--- src/rtl/root_latency_collector.sv ---
// Root-side latency collector: gathers one report per leaf for each test case and
// emits a max-latency summary word, plus running statistics and sticky error flags.
module root_latency_collector #(
  parameter int NUM_LEAVES = 1,
  parameter int LAT_W      = 16,
  parameter int SUM_W      = 48
) (
  input  logic             clk,
  input  logic             reset,
  input  logic [63:0]      rx_data,
  input  logic             rx_valid,
  output logic             rx_ready,
  output logic [63:0]      tx_data,
  output logic             tx_valid,
  input  logic             tx_ready,
  output logic [31:0]      case_count,
  output logic [LAT_W-1:0] worst_latency,
  output logic [SUM_W-1:0] latency_sum,
  output logic             err_dup,
  output logic             err_src,
  output logic [15:0]      dropped_count
);

  localparam logic [7:0] TYPE_REPORT  = 8'h01;
  localparam logic [7:0] TYPE_SUMMARY = 8'h02;

  typedef enum logic {COLLECT, EMIT} state_t;

  state_t                state_reg;
  logic [NUM_LEAVES-1:0] seen_reg;
  logic [LAT_W-1:0]      max_reg;
  logic [23:0]           case_idx_reg;

  logic [7:0]            rx_type;
  logic [7:0]            rx_id;
  logic [LAT_W-1:0]      rx_lat;
  logic [NUM_LEAVES-1:0] id_hit;
  logic [NUM_LEAVES-1:0] seen_next;
  logic [LAT_W-1:0]      max_next;
  logic                  id_ok;
  logic                  is_dup;
  logic                  unused_rx_bits;

  assign rx_type = rx_data[63:56];
  assign rx_id   = rx_data[55:48];
  assign rx_lat  = rx_data[LAT_W-1:0];
  assign unused_rx_bits = ^rx_data[47:LAT_W];

  // One-hot decode of the source id; an all-zero result means the id is out of range.
  generate
    for (genvar gi = 0; gi < NUM_LEAVES; gi++) begin : g_id_hit
      assign id_hit[gi] = (rx_id == 8'(gi));
    end
  endgenerate

  assign id_ok     = |id_hit;
  assign is_dup    = |(id_hit & seen_reg);
  assign seen_next = seen_reg | id_hit;
  assign max_next  = (rx_lat > max_reg) ? rx_lat : max_reg;
  assign rx_ready  = (state_reg == COLLECT);

  always_ff @(posedge clk or negedge reset) begin
    if (!reset) begin
      state_reg     <= COLLECT;
      seen_reg      <= '0;
      max_reg       <= '0;
      case_idx_reg  <= '0;
      tx_valid      <= 1'b0;
      tx_data       <= '0;
      case_count    <= '0;
      worst_latency <= '0;
      latency_sum   <= '0;
      err_dup       <= 1'b0;
      err_src       <= 1'b0;
      dropped_count <= '0;
    end else begin
      case (state_reg)
        COLLECT: begin
          if (rx_valid) begin
            if (rx_type != TYPE_REPORT) begin
              if (dropped_count != 16'hFFFF) dropped_count <= dropped_count + 16'd1;
            end else if (!id_ok) begin
              err_src <= 1'b1;
            end else if (is_dup) begin
              err_dup <= 1'b1;
            end else begin
              seen_reg <= seen_next;
              max_reg  <= max_next;
              // Last outstanding leaf: summary goes out on the very next cycle.
              if (&seen_next) begin
                state_reg <= EMIT;
                tx_valid  <= 1'b1;
                tx_data   <= {TYPE_SUMMARY, case_idx_reg, 16'h0000, 16'(max_next)};
              end
            end
          end
        end
        EMIT: begin
          if (tx_ready) begin
            case_count    <= case_count + 32'd1;
            latency_sum   <= latency_sum + SUM_W'(max_reg);
            worst_latency <= (max_reg > worst_latency) ? max_reg : worst_latency;
            case_idx_reg  <= case_idx_reg + 24'd1;
            seen_reg      <= '0;
            max_reg       <= '0;
            tx_valid      <= 1'b0;
            state_reg     <= COLLECT;
          end
        end
        default: state_reg <= COLLECT;
      endcase
    end
  end

endmodule

--- config.mk ---
export PLATFORM = sky130hd
export DESIGN_NAME = root_latency_collector
export DESIGN_NICKNAME = d
export VERILOG_FILES = /design/src/rtl/root_latency_collector.sv
export SDC_FILE = /design/constraint.sdc
export NUM_CORES = 1
export LEC_CHECK = 0
export CAP_MARGIN = 20
export CELL_PAD_IN_SITES_DETAIL_PLACEMENT = 0
export CELL_PAD_IN_SITES_GLOBAL_PLACEMENT = 1
export CORE_ASPECT_RATIO = 1.4
export CORE_UTILIZATION = 41
export DETAILED_ROUTE_END_ITERATION = 7
export HOLD_SLACK_MARGIN = 0.12
export PLACE_DENSITY = 0.91
export SYNTH_ARGS = -nofsm -noshare
export SYNTH_HDL_FRONTEND = slang
export SYNTH_SLANG_ARGS = --single-unit
--- constraint.sdc ---
create_clock -name clk -period 3.8 [get_ports clk]
set_input_delay 0.38 -clock clk [delete_from_list [all_inputs] [get_ports clk]]
set_output_delay 0.38 -clock clk [all_outputs]
set_load 0.03 [all_outputs]
==> out/results.ini <==
[run_status]
outcome=finished clean

[global_route]
grt_pass1_vias=7645
grt_pass1_wl_um=38800
global_route.usage.met3_pct=4.32
overflow=0
grt_use_met1_pct=23.1
antenna_found_initial=0
grt_max_degree=90
grt-busiest-layer=met2
use_met2_pct=34.5
grt.total_usage_pct=19.5

[clock_network]
cts_tree=done
post_cts_resized=0
clk_latency_ps=430
cts_inserted_buffers=17
clock-sinks=198
cts_setup_buffers=0
cts-root-buf=clkbuf_16
cts.clk_slew.worst_paths_ps=70
cts_buffer_depth=2
htree_levels=4
holdBufCountCts=1

[logic_synthesis]
syn_area_sq_um=10000
synthCells=939
synthDistinctLibCells=57
synth_edf_count=0
synth_flop_cell=dfrtp_1
yosysWarningCount=0
yosysTopAreaCell=dfrtp_1
synth-seq-cells=198
synthArstFlopShare_pct=100
yosys.area.top_type_share_pct=49.5
synthTopCellsByArea=dfrtp_1 (50%), xnor2_1 (7.5%), ha_1 (6.4%)
seq_area_frac_synth_pct=49.5
syn_avg_cell_area_sq_um=10.6

[setup_path]
crit_path_start=max_reg[0]
cp-end-kind=flop
critPathCapture=latency_sum[36]
max_stage_delay_ps=590
crit_slowest_cell=a211oi_2
rr_endpoint=latency_sum[36]
critical_path_required_ps=4110
path_cells=ha_1 -> fa_1 -> a21o_1 -> a31oi_1 -> nor4_2 -> o2111ai_1 -> a211oi_2 -> nand3_1 -> xnor2_1
cp_max_fo=7
r2r_start=max_reg[0]
r2r_cells=9
reg2reg_slack_ps=870
critPathArrivalTime_ps=3250
worstSetupPathType=flop to flop
critPathLaunchType=flop

[sta]
finalSetupViolCount=0
fin_ws_ps=867
skew_ps=10.8
worst_slew_pin_slew_ps=763
worst_slew_margin_rel_pct=49.2
tns_ps=0
rsz0062_at_grt=false
fin_crit_ps=2930
slew_violations=0
period_share_pct=77.2
finalHoldViolCount=0
clock.fmax_mhz=341

[placed_design]
numPortBuffers=192
gp_congestion=0.923
dpl_cell_area_sq_um=12200
place_hpwl_um=17500
dp_slack_ps=598

[final_layout]
fin_nets=1257
regMostFlops=latency_sum
area_delta_synth_final_pct=28.2
multiInputGateArea_sq_um=4690
layout_common_cells=dfrtp_1 (198), clkdlybuf4s50_1 (191), nand2_1 (134)
fillCellCount=2170
antenna_cells=0
layout.area.seq_sq_um=4950
top_regs=latency_sum: 48 flops, tx_data: 41 flops, case_count: 32 flops
final_common_cell=dfrtp_1
largest_reg_flops=48
final_cell_area_sq_um=12800
drive_above_1_share_pct=5.13

[hold_path]
hold_class=flop to flop

[job]
cap_violations=0

[detailed_routing]
routed_wl_um=23300
vias_per_cell=5.11
final_antenna_net_count=0
drc=0
dr_total_vias=7449
avgRoutedWirePerCell_um=16.0
drtIter0Drc=350
drt_pre_antenna_iters=4

[pwr]
leakagePower_nw=5.86
p_total_w=0.00432
irDropWorstVdd_mv=0.317
power.density_nw_per_um2=337

[floorplanning]
ioPinCount=248
core_area_sq_um=24000
dieWidth_um=134
die_area_sq_um=25000
initial_core_util_pct=41.7
rows=67
die_h_um=187

-- critical path, delay by kind of cell (launching register included) --
kind	cells	cell delay, ps
compound gates	4	1190
xor+xnor	1	160
fa+ha+maj	2	470
flops	1	450
simple gates	2	540
-- kinds of logic (layout without fill, tap and decap cells) --
group	Yosys count	count (layout)	share of synthesized area (%)
other	1	23	0.0375
adders and majority gates	52	52	6.58
muxes	56	56	5.92
and+or+nand+nor	305	305	15.0
xor gates and xnor gates	113	113	9.90
DFF	198	198	49.5
buffers and inverters	90	278	4.44
AOI/OAI and AO/OA	124	124	8.56
-- cells in the mapped netlist (2+ instances only) --
cell and count:
a2111oi_4 2, a211oi_1 2, a211oi_2 3, a21o_1 12, a21oi_1 21, a41o_1 2
a41oi_1 2, and2_1 5, and3_1 21, and4_1 10, buf_1 2, buf_2 7
buf_4 24, clkbuf_1 14, dfrtp_1 198, ha_1 51, inv_1 42, mux2_1 25
mux2i_1 31, nand2_1 135, nand2b_1 2, nand3_1 46, nand4_1 35, nor2_1 24
nor2b_1 6, nor3_1 7, nor3_2 2, nor4_1 4, o211ai_1 4, o21a_1 4
o21ai_0 27, o21ai_1 29, o21bai_1 2, o31ai_1 2, o32ai_4 2, or4_1 2
xnor2_1 86, xor2_1 27
-- metal layers --
layer  part of all wire (%)  vias to the layer above
li1                       -                     3625
met1                     42                     3623
met2                     51                      178
met3                    4.7                       23
met4                    2.0                        0
met5                      0                        -
-- worst min-delay path by stage --
stage / from / to / slack (ps) / depth (start not counted)
after floorplan: reset / case_count[0] / 80 / 0
after global placement: err_src / err_src / 440 / 1
after detailed placement: latency_sum[47] / latency_sum[47] / 460 / 1
after CTS: latency_sum[47] / latency_sum[47] / 470 / 1
after global routing: case_count[31] / case_count[31] / 490 / 1
final: latency_sum[47] / latency_sum[47] / 460 / 1
-- power by group --
part	internal (W)	leakage, nW	total [W]	switching, W
clock network	0.000911	0.260	0.00174	0.000824
registers	0.00214	2.67	0.00220	0.0000593
logic	0.000153	2.93	0.000384	0.000231
total	0.00321	5.86	0.00432	0.00111
-- cell type report --
| cell class | instances | share of cell area [%] |
|---|---|---|
| inverters | 42 | 1.23 |
| clock inverters | 13 | 0.957 |
| multi-input cells | 673 | 36.6 |
| well taps | 310 | 3.03 |
| flip-flops and latches | 198 | 38.7 |
| repair buffers | 205 | 16.1 |
| clock buffers | 18 | 3.35 |
-- stage by stage --
stage               std cells  util, %  hold slack [ps]
floorplan                 961        -             84.4
global placement         1424     50.9              443
detailed placement       1425     50.9              456
CTS                      1457     53.3              468
global route             1459     53.4              490
finish                   1459     53.4              465
No activity file was read; power rests on OpenSTA's default activity.
